$ cat config.mk
export PLATFORM = sky130hd
export DESIGN_NAME = cache_ctrl
export DESIGN_NICKNAME = d
export VERILOG_FILES = /design/src/rtl/cache_ctrl.sv
export SDC_FILE = /design/constraint.sdc
export NUM_CORES = 1
export LEC_CHECK = 0
export ABC_AREA = 1
export CAP_MARGIN = 20
export CORE_AREA = 5 5 155 157
export CTS_CLUSTER_SIZE = 20
export DETAILED_ROUTE_END_ITERATION = 6
export DIE_AREA = 0 0 160 162
export PLACE_DENSITY = 0.73
export RECOVER_POWER = 25
export SYNTH_ARGS = -nofsm -noshare
export SYNTH_HDL_FRONTEND = slang
export SYNTH_SLANG_ARGS = --single-unit
$ cat constraint.sdc
create_clock -name clk -period 1.4 [get_ports clk]
set_clock_uncertainty 0.05 [all_clocks]
set_input_delay 0.14 -clock clk [delete_from_list [all_inputs] [get_ports clk]]
set_output_delay 0.14 -clock clk [all_outputs]
set_load 0.02 [all_outputs]
$ cat src/rtl/cache_ctrl.sv
// cache_ctrl: single-port, write-back, write-allocate controller for one
// direct-mapped data/tag array. It serves one core load/store at a time.
// Misses write back a dirty victim first, then refill the line over an
// Avalon-MM style master.
//
// Ports
//   clk, rst_n             clock, asynchronous active-low reset
//   cpu_*                  core request (read/write strobes, address, data,
//                          byte enables), waitrequest, load response
//   cache_address          array lookup address (live cpu_address in IDLE)
//   cache_write/_writedata hit-store into the array (byte-merged word)
//   cache_readdata         array data, one cycle after cache_address
//   cache_hit/_valid/_dirty/_victim_address  array status for cache_address
//   cache_fill/_fill_*     refill strobe, line address and word
//   mem_*                  bus master (read/write, address, data, byteenable,
//                          waitrequest, readdata, readdatavalid)
module cache_ctrl #(
  parameter int CACHE_LINE_SIZE = 4
) (
  input  logic        clk,
  input  logic        rst_n,
  input  logic        cpu_read,
  input  logic        cpu_write,
  input  logic [31:0] cpu_address,
  input  logic [31:0] cpu_writedata,
  input  logic [3:0]  cpu_byteenable,
  output logic        cpu_waitrequest,
  output logic [31:0] cpu_readdata,
  output logic        cpu_readdatavalid,
  output logic [31:0] cache_address,
  output logic        cache_write,
  output logic [31:0] cache_writedata,
  input  logic [31:0] cache_readdata,
  input  logic        cache_hit,
  input  logic        cache_valid,
  input  logic        cache_dirty,
  input  logic [31:0] cache_victim_address,
  output logic        cache_fill,
  output logic [31:0] cache_fill_address,
  output logic [31:0] cache_fill_data,
  output logic        mem_read,
  output logic        mem_write,
  output logic [31:0] mem_address,
  output logic [31:0] mem_writedata,
  output logic [3:0]  mem_byteenable,
  input  logic        mem_waitrequest,
  input  logic [31:0] mem_readdata,
  input  logic        mem_readdatavalid
);

  localparam int OFS = $clog2(CACHE_LINE_SIZE);

  typedef enum logic [2:0] {IDLE, LOOKUP, WB, FILL_REQ, FILL_WAIT, REFILL} state_t;

  state_t      state;
  logic [31:0] req_address, req_writedata, wb_address, wb_data;
  logic [3:0]  req_byteenable;
  logic        req_write;
  logic [31:0] line_address, merged;

  assign line_address = {req_address[31:OFS], {OFS{1'b0}}};

  // Store merge: enabled lanes come from the request, the rest from the array.
  always_comb begin
    merged = cache_readdata;
    for (int i = 0; i < 4; i++)
      if (req_byteenable[i]) merged[8*i +: 8] = req_writedata[8*i +: 8];
  end

  always_ff @(posedge clk or negedge rst_n) begin
    if (!rst_n) begin
      state          <= IDLE;
      req_address    <= '0;
      req_writedata  <= '0;
      req_byteenable <= '0;
      req_write      <= 1'b0;
      wb_address     <= '0;
      wb_data        <= '0;
    end else begin
      case (state)
        IDLE: if (cpu_read || cpu_write) begin
          req_address    <= cpu_address;
          req_writedata  <= cpu_writedata;
          req_byteenable <= cpu_byteenable;
          req_write      <= cpu_write;
          state          <= LOOKUP;
        end
        LOOKUP: begin
          if (cache_hit) state <= IDLE;
          else if (cache_valid && cache_dirty) begin
            // cache_readdata already holds the victim word for this index
            wb_address <= cache_victim_address;
            wb_data    <= cache_readdata;
            state      <= WB;
          end else state <= FILL_REQ;
        end
        WB:        if (!mem_waitrequest) state <= FILL_REQ;
        FILL_REQ:  if (!mem_waitrequest) state <= FILL_WAIT;
        FILL_WAIT: if (mem_readdatavalid) state <= REFILL;
        // Bubble so the array read reflects the filled word; the replay
        // through LOOKUP is then a guaranteed hit.
        REFILL:    state <= LOOKUP;
        default:   state <= IDLE;
      endcase
    end
  end

  // Outputs decode the state together with the array's same-cycle status, so
  // a hit answers in the LOOKUP cycle itself rather than one cycle later.
  always_comb begin
    cpu_waitrequest   = (state != IDLE);
    cpu_readdata      = '0;
    cpu_readdatavalid = 1'b0;
    cache_address     = (state == IDLE) ? cpu_address : req_address;
    cache_write       = 1'b0;
    cache_writedata   = merged;
    cache_fill        = 1'b0;
    cache_fill_address = line_address;
    cache_fill_data   = mem_readdata;
    mem_read          = 1'b0;
    mem_write         = 1'b0;
    mem_address       = '0;
    mem_writedata     = '0;
    mem_byteenable    = 4'hF;
    case (state)
      LOOKUP: if (cache_hit) begin
        if (req_write) cache_write = 1'b1;
        else begin
          cpu_readdatavalid = 1'b1;
          cpu_readdata      = cache_readdata;
        end
      end
      WB: begin
        mem_write     = 1'b1;
        mem_address   = wb_address;
        mem_writedata = wb_data;
      end
      FILL_REQ: begin
        mem_read    = 1'b1;
        mem_address = line_address;
      end
      FILL_WAIT: cache_fill = mem_readdatavalid;
      default: ;
    endcase
  end

endmodule

==> Yosys cells after proc, flatten, opt, wreduce, memory -nomap -nowiden <==
Index checks and enable logic that the tools add are counted.
{ "word_totals": {"ff_bits": 136, "input_bits": 173, "out_inout_bits": 234, "wordCells": 50} }
{ "classes": {"eq_ne": 9, "n_mux": 26, "bitwise_logic": 1, "reduce_logical": 7} }
{ "op_table": {"columns": ["operator", "n"], "rows": [
  ["two-way mux 32 bit", 5],
  ["case mux 32 bit (2 select lines)", 1],
  ["two-way mux 8 bit", 4],
  ["case mux 3 bit (6 select lines)", 1],
  ["two-way mux 3 bit", 4],
  ["two-way mux 1 bit", 10],
  ["inequality test 2 bit, second input constant", 4],
  ["equality test 3 x 2 -> 1 bit, second input constant", 2],
  ["equality test 3 bit, second input constant", 2],
  ["AND reduction 4 bit", 1],
  ["equality test 3 x 1 -> 1 bit, second input constant", 1],
  ["zero test 3 bit", 1],
  ["AND reduction 3 bit", 1],
  ["nonzero test 3 bit", 1],
  ["two-way mux 2 bit", 1],
  ["AND reduction 2 bit", 1],
  ["logical AND 1 bit", 1],
  ["logical OR 1 bit", 1],
  ["inverter 1 bit", 1]
]} }

==> Logic depth before layout (Yosys ltp) <==
Gate-level depths: netlist of run 1.
{ "logic_depth": {"ltp_word": 4, "ltp_mapped": 8} }

==> Worst setup path after synthesis of run 1 <==
OpenSTA, ideal clock, no wires.
{ "synth_timing": {"kind": "reg2out", "startpoint": "register state[1]", "endpoint": "output cache_address[22]", "arrival_time_ps": 1576, "path_slack_ps": -366, "stages_incl_launch_ff": 6, "path_buffers": 2, "cell_sequence": "dfrtp_1 nor2_4 nand2_1 buf_2 clkbuf_1 o21ai_0"} }
{ "synth_via": {"elab_chain_cells": 2} }
{ "synth_rtl": {"columns": ["element", "line_no", "source"], "rows": [
  ["from (decl)", "55", "state_t state;"],
  ["from (signal assigned)", "72", "state <= IDLE;"],
  ["from (signal assigned)", "86", "state <= LOOKUP;"],
  ["from (signal assigned)", "89", "if (cache_hit) state <= IDLE;"],
  ["zero test 3 bit", "114", "cache_address = (state == IDLE) ? cpu_address : req_address;"],
  ["two-way mux 32 bit", "114", null],
  ["to (decl)", "30", "output logic [31:0] cache_address,"]
]} }
Every way passes these cells.

==> Final worst setup path of run 1 <==
{ "layout_timing": {"startpoint": "register state[0]", "endpoint": "output mem_writedata[19]"} }
{ "layout_via": {"elab_chain_cells": 2} }
{ "layout_rtl": {"columns": ["element", "line_no", "source"], "rows": [
  ["equality test 3 x 2 -> 1 bit", "125", "case (state)"],
  ["two-way mux 32 bit", "125", null],
  ["to (decl)", "44", "output logic [31:0] mem_writedata,"]
]} }
Every way passes these cells.

==> results of run 1 <==
[repair_timing]
action | CTS | global route
endpoints found under the setup margin | 329 | 330
hold buffers | 1 | 0
setup buffers | 17 | 22
endpoints found under the hold margin | 136 | 0
pin swaps | 9 | 43
cloned | 8 | 30
gates resized for setup | 853 | 459
[power by group through the flow]
stage / clock [W] / combinational, W / sequential, W
2_1_floorplan: 0 / 0.00929 / 0.00693
3_3_place_gp: 0 / 0.0158 / 0.00717
3_5_place_dp: 0 / 0.0161 / 0.00724
4_1_cts: 0.00450 / 0.0171 / 0.00723
5_1_grt: 0.00468 / 0.0219 / 0.00784
6_report: 0.00443 / 0.0207 / 0.00761
[worst max-delay path, delay by kind of cell (launching register included)]
kind | cells | cell delay, ns
DFF | 1 | 0.45
buffers and inverters | 5 | 0.71
and+or+nand+nor | 2 | 0.19
[cell usage in the layout (no fill, tap or decap), types with 3 or more instances in the layout]
master           Yosys  final
nor2_1              74     18
nand2_4              0     30
dlymetal6s2s_1       0     24
or2_4                0      3
nand3_1             36     33
nand2_2              1     60
o21ai_4              0     21
a21oi_1              3      3
conb_1               2      6
buf_4               71    118
clkinv_2             0      5
o21ai_1             30     55
nand2_1            327    236
buf_16               0     11
nand2_8              0      4
o21ai_2              0     35
buf_6                5    134
buf_12               0     26
nor2_4               1     52
inv_1              141    138
o21ai_0            137     56
clkbuf_2             1      8
buf_2               16      5
clkinv_4             0      3
dfrtp_1            136    128
dfrtp_2              0      8
clkdlybuf4s50_1      0    139
clkbuf_16            0     35
nor2_2               0      5
buf_8                0      6
[worst max path at each step]
stage	to	cells past startpoint	slack, ns	start
floorplan	req_byteenable[3]	8	-0.1	state[1]
global placement	mem_writedata[1]	6	-0.63	state[0]
detailed placement	mem_writedata[1]	6	-0.63	state[0]
CTS	cache_address[13]	7	-0.60	state[1]
global route	cpu_readdata[18]	8	-0.64	state[1]
finish	mem_writedata[19]	7	-0.55	state[0]
[stage by stage]
step                area [um^2]  TNS [ns]  hold WS, ns  cells
global route              14280   -117.19       0.2116   1708
detailed placement        11600   -114.90     0.002785   1600
floorplan                  7843    -7.995      -0.2056   1019
CTS                       12560   -122.50       0.1293   1656
global placement          11600   -111.23     0.006668   1600
finish                    14280    -98.01       0.2047   1708
[per-layer routing]
metal  global-route usage  vias to the layer above  share of wire
met5                    0                        -              0
met3              0.04187                       86          0.054
met4              0.07313                        0          0.034
li1                     -                     3847              -
met2               0.3632                      325           0.51
met1               0.2714                     3918           0.40
[registers in the layout (all words and copies together), names as in the netlist]
name,count
req_address,32
req_writedata,32
wb_address,32
wb_data,32
req_byteenable,4
state,3
req_write,1
[layout make-up]
| class | instances | area (um^2) | share of cell area |
|---|---|---|---|
| Clock inverter | 12 | 127.6 | 0.008937 |
| Multi-Input combinational cell | 622 | 3860 | 0.2703 |
| Antenna cell | 1 | 2.502 | 0.0001752 |
| Sequential cell | 136 | 3413 | 0.2390 |
| Timing Repair Buffer | 491 | 5534 | 0.3875 |
| Tap cell | 285 | 356.6 | 0.02497 |
| Clock buffer | 18 | 439.2 | 0.03075 |
| Inverter | 143 | 546.8 | 0.03829 |
[logic make-up after synthesis]
kind of cell / after synthesis
buf+inv: 265
other cells: 2
flops: 136
compound gates: 170
simple gates: 442
==> reports/metrics.yaml, run 1 <==
run_status:
  status: "finished with violations"
  violations: "setup timing"
detailed_routing:
  routed_wl_mm: 34.14
  firstDrtPassIters: 5
  wl_per_cell_um: 19.99
  detail-route-antenna-nets: 0
  drt_iter0_drc: 578
  drc_errors: 0
  vias_per_cell: 4.787
  vias: 8176
setup_path:
  reg2regPathDepth: 8
  worstPathCellList: "inv_4 -> nand3_2 -> buf_8 -> buf_12 -> buf_4 -> nor2_1 -> buf_4"
  critPathLaunchType: "flop"
  crit_required_ns: 1.21
  r2r_slack_ns: -0.46
  cp_data_arrival_time_ns: 1.76
  crit_fanout: 13
  crit_top_cell: "buf_4"
  crit_type: "reg -> out"
  slowest_delay_ns: 0.45
  critPathSlowestCell: "dfrtp_2"
  r2r_end: "req_address[2]"
  crit_path_end_kind: "output pin"
  r2r_start: "state[1]"
placed_design:
  place.gp.congestion: 0.8905
  hpwl_mm: 19.92
  port_buffers: 336
  dp_slack_ns: -0.6300
clock_tree:
  cts_buffers: 17
  clk_pin_slew_worst_paths_ns: 0.06
  cts.sinks: 136
  ctsRootBufferMaster: "clkbuf_16"
  htreeDepth: 4
  clock_path_buffers: 2
  clock_latency_ns: 0.40
  cts_tree: "built"
synthesis:
  yosysSeqAreaShare: 0.4658
  syn_area_um2: 7306
  synth.largest_area_cell: "dfrtp_1"
  synth_top_family_by_area: "simple AND/OR/NAND/NOR gates"
  synth_edf_count: 0
  synthMuxAreaShare: 0
  synth_xor_area_frac: 0
  synthFlopType: "dfrtp_1"
  ys_top_cells_by_area: "dfrtp_1 (47%), nand2_1 (17%), o21ai_0 (9.4%)"
  yosys.area_share.adder: 0
  synth_common_cells: "nand2_1 (327), inv_1 (141), o21ai_0 (137)"
  ys_warn_count: 0
  synth_compound_area_frac: 0.1165
  synth_cell_types: 21
  yosysMostFrequentCell: "nand2_1"
  yosys.area_share.simple: 0.2360
  synth_top_area_frac: 0.4658
  syn_avg_cell_area_um2: 7.198
  postSynthCellCount: 1015
  ys_ff_latch: 136
  synthArstFlopShare: 1.000
worst_hold_path:
  min_path_type: "in -> reg"
  holdPathEnd: "req_writedata[5]"
  hold_start: "cpu_writedata[5]"
  holdPathStages: 3
timing:
  slew-limit-headroom: 0.3582
  rsz0062_at_grt: "true"
  period_share: 1.391
  postLayoutSetupSlackWorst_ns: -0.5472
  final_hold_viol_count: 0
  fmax_ghz: 0.5136
  min_period_ns: 1.947
  drv_slew: 0
  tightest_slew_ns: 0.9627
  setup_violations: 246
finish:
  layout.nets: 1584
  utilization: 0.6385
  nFillCells: 1745
  syn_to_final_growth_pct: 95.46
  drive_gt1_frac: 0.4107
pwr:
  p_total_w: 0.03272
  ir_drop_uv: 1133
  clockPowerShare: 0.135
  p_per_area_nw_per_um2: 2291
  p_int_w: 0.01814
  p_switching_w: 0.01458
  pwr-share-comb: 0.632
  pwr-share-seq: 0.232
  leakage_nw: 7.440
  swShare: 0.4455
floorplan:
  coreArea_um2: 22370
  ios: 407
  die_w_um: 160
  die_height_um: 162
  dieArea_um2: 25920
  row_count: 55
  start_util: 0.3267
run:
  drv_cap: 0
grt:
  antenna_found_initial: 1
  grt_pass1_wl_mm: 43.52
  grt_pass1_vias: 7597
  overflow: 0
  grtUsageTotal: 0.2129
  grt_max_degree: 51
(Power assumes the default switching activity.)
==> run 2: changes to the inputs <==
Settings changed: PLACE_DENSITY 0.73 to unset, PLACE_DENSITY_LB_ADDON set to 0.1.
==> reports/metrics.yaml, run 2 (same netlist as run 1, synthesis figures left out) <==
setup_path:
  crit_fanout: 8  # -5
  worstPathCellList: "inv_2 -> buf_4 -> nand2_8 -> buf_12 -> buf_16 -> o21ai_4 -> buf_6"
  crit_start: "state[2]"
  crit_path_end_kind: "output pin"
  crit_required_ns: 1.21  # about the same
  critPathLaunchType: "flop"
  r2r_start: "state[2]"
  slowest_delay_ns: 0.42  # -0.03 ns
  critPathSlowestCell: "dfrtp_1"
  crit_type: "reg -> out"
  cp_data_arrival_time_ns: 1.84  # +0.08 ns
floorplan:
  dieArea_um2: 25920  # unchanged
  row_count: 55  # unchanged
  start_util: 0.3267  # unchanged
  ios: 407  # unchanged
  die_w_um: 160  # unchanged
  coreArea_um2: 22370  # unchanged
  die_height_um: 162  # unchanged
clock_tree:
  clock_latency_ns: 0.41  # about the same
  clock_path_buffers: 2  # unchanged
  cts_tree: "built"
  clk_pin_slew_worst_paths_ns: 0.06  # about the same
  htreeDepth: 4  # unchanged
  ctsRootBufferMaster: "clkbuf_16"
  cts_buffers: 17  # unchanged
  cts.sinks: 136  # unchanged
finish:
  layout.nets: 1561  # -1.5%
  utilization: 0.6159  # -0.02260
  insertedDiodeCount: 0  # -1
  drive_gt1_frac: 0.3871  # -0.02355
  syn_to_final_growth_pct: 88.54
  layout_common_cells: "nand2_1 (244), clkdlybuf4s50_1 (168), buf_6 (152)"
  final_common_cell: "nand2_1"
  nFillCells: 2035  # +17%
timing:
  rsz0062_at_grt: "true"
  tightest_slew_ns: 0.9547  # -0.008001 ns
  period_share: 1.447  # +0.05596
  final_hold_viol_count: 0  # unchanged
  min_period_ns: 2.026  # +0.07835 ns
  finalSetupTns_ns: -131.30  # -33.30 ns
  setup_violations: 329  # +34%
  drv_slew: 0  # unchanged
  fmax_ghz: 0.4937  # -3.9%
  slew-limit-headroom: 0.3635  # +0.005334
  postLayoutSetupSlackWorst_ns: -0.6255  # -0.07835 ns
placed_design:
  hpwl_mm: 19.38  # -2.7%
  dp_slack_ns: -0.6515  # -0.02149 ns
  place.gp.congestion: 0.7894  # -11%
  port_buffers: 336  # unchanged
worst_hold_path:
  hold_start: "cpu_byteenable[1]"
  min_path_type: "in -> reg"
pwr:
  leakage_nw: 6.912  # -7.1%
  ir_drop_uv: 1211  # +6.9%
  p_per_area_nw_per_um2: 2314  # +0.97%
grt:
  grt_pass1_vias: 7027  # -7.5%
  grt_max_degree: 69  # +35%
  grt_pass1_wl_mm: 41.43  # -4.8%
  overflow: 0  # unchanged
  antenna_found_initial: 0  # -1
  grtUsageTotal: 0.2043  # -0.008531
run_status:
  violations: "setup timing"
  status: "finished with violations"
run:
  drv_cap: 0  # unchanged
detailed_routing:
  drt_iter0_drc: 352  # -39%
  vias_per_cell: 4.469  # -6.6%
  detail-route-antenna-nets: 0  # unchanged
  firstDrtPassIters: 5  # unchanged
  routed_wl_mm: 28.76  # -16%
  drc_errors: 0  # unchanged
  vias: 7530  # -7.9%
  wl_per_cell_um: 17.07  # -15%
==> run 2: cell types whose count changed in the layout (fill, tap and decap cells not counted), sizes merged, moves of 3 or more <==
cell,before,now
clkdlybuf4s50,139,168
dlymetal6s2s,24,0
clkbuf,44,26
buf,300,297
inv,144,141
==> run 2: per-stage QoR <==
step / cells / hold slack [ns] / total power (W) / area (um^2)
2_1_floorplan: 1019 / -0.2056 / 0.01622 / 7843
3_3_place_gp: 1599 / 0.004283 / 0.02272 / 11550
3_5_place_dp: 1599 / 0.007125 / 0.02286 / 11550
4_1_cts: 1646 / 0.1484 / 0.02851 / 12380
5_1_grt: 1685 / 0.2058 / 0.03385 / 13770
6_report: 1685 / 0.2082 / 0.03187 / 13770
==> run 2: final cells by class <==
| type | instances | area [um^2] | area share |
|---|---|---|---|
| Sequential cell | 136 | 3405 | 0.2472 |
| Clock buffer | 20 | 446.7 | 0.03243 |
| Tap cell | 285 | 356.6 | 0.02589 |
| Clock inverter | 11 | 173.9 | 0.01263 |
| Inverter | 143 | 551.8 | 0.04006 |
| Multi-Input combinational cell | 618 | 3769 | 0.2736 |
| Timing Repair Buffer | 472 | 5072 | 0.3682 |
==> run 2: report_power, final <==
group          switching (W)  internal [W]  leakage (nW)
Clock                0.00174       0.00302         0.292
Combinational         0.0104       0.00923          4.93
Sequential           0.00161       0.00591          1.69
==> run 2: path summary, 6_finish.rpt <==
path	endpoint	slack (ns)	cells after the start
min in group asynchronous	req_writedata[7]	0.37	2
min	req_byteenable[1]	0.21	3
min reg2reg	wb_address[20]	0.42	2
max reg2reg	req_address[22]	-0.43	8
max	cache_address[23]	-0.63	7
max in group asynchronous	wb_address[22]	0.20	3
==> run 2: critical path: cells and delay by family, from the launching register on <==
| kind | cells | cell delay, ns |
|---|---|---|
| and+or+nand+nor | 1 | 0.10 |
| AOI/OAI and AO/OA | 1 | 0.13 |
| DFF | 1 | 0.42 |
| buffers and inverters | 5 | 0.77 |
==> run 2: routing by layer <==
metal  up-vias  GRT usage  wire, um
met5         -          0         0
met4         0    0.08447       897
met3        63    0.04897      1680
met2       232     0.3439     14390
met1      3457     0.2529     11800
li1       3778          -         -
==> run 2: timing repair <==
| item | 4_1_cts | 5_1_grt |
|---|---|---|
| endpoints found under the setup margin | 328 | 330 |
| gates cloned | 7 | 9 |
| setup buffers | 8 | 35 |
| hold buffers | 1 | 0 |
| endpoints found under the hold margin | 136 | 0 |
| gates resized for setup | 534 | 698 |
| pin swaps | 2 | 41 |
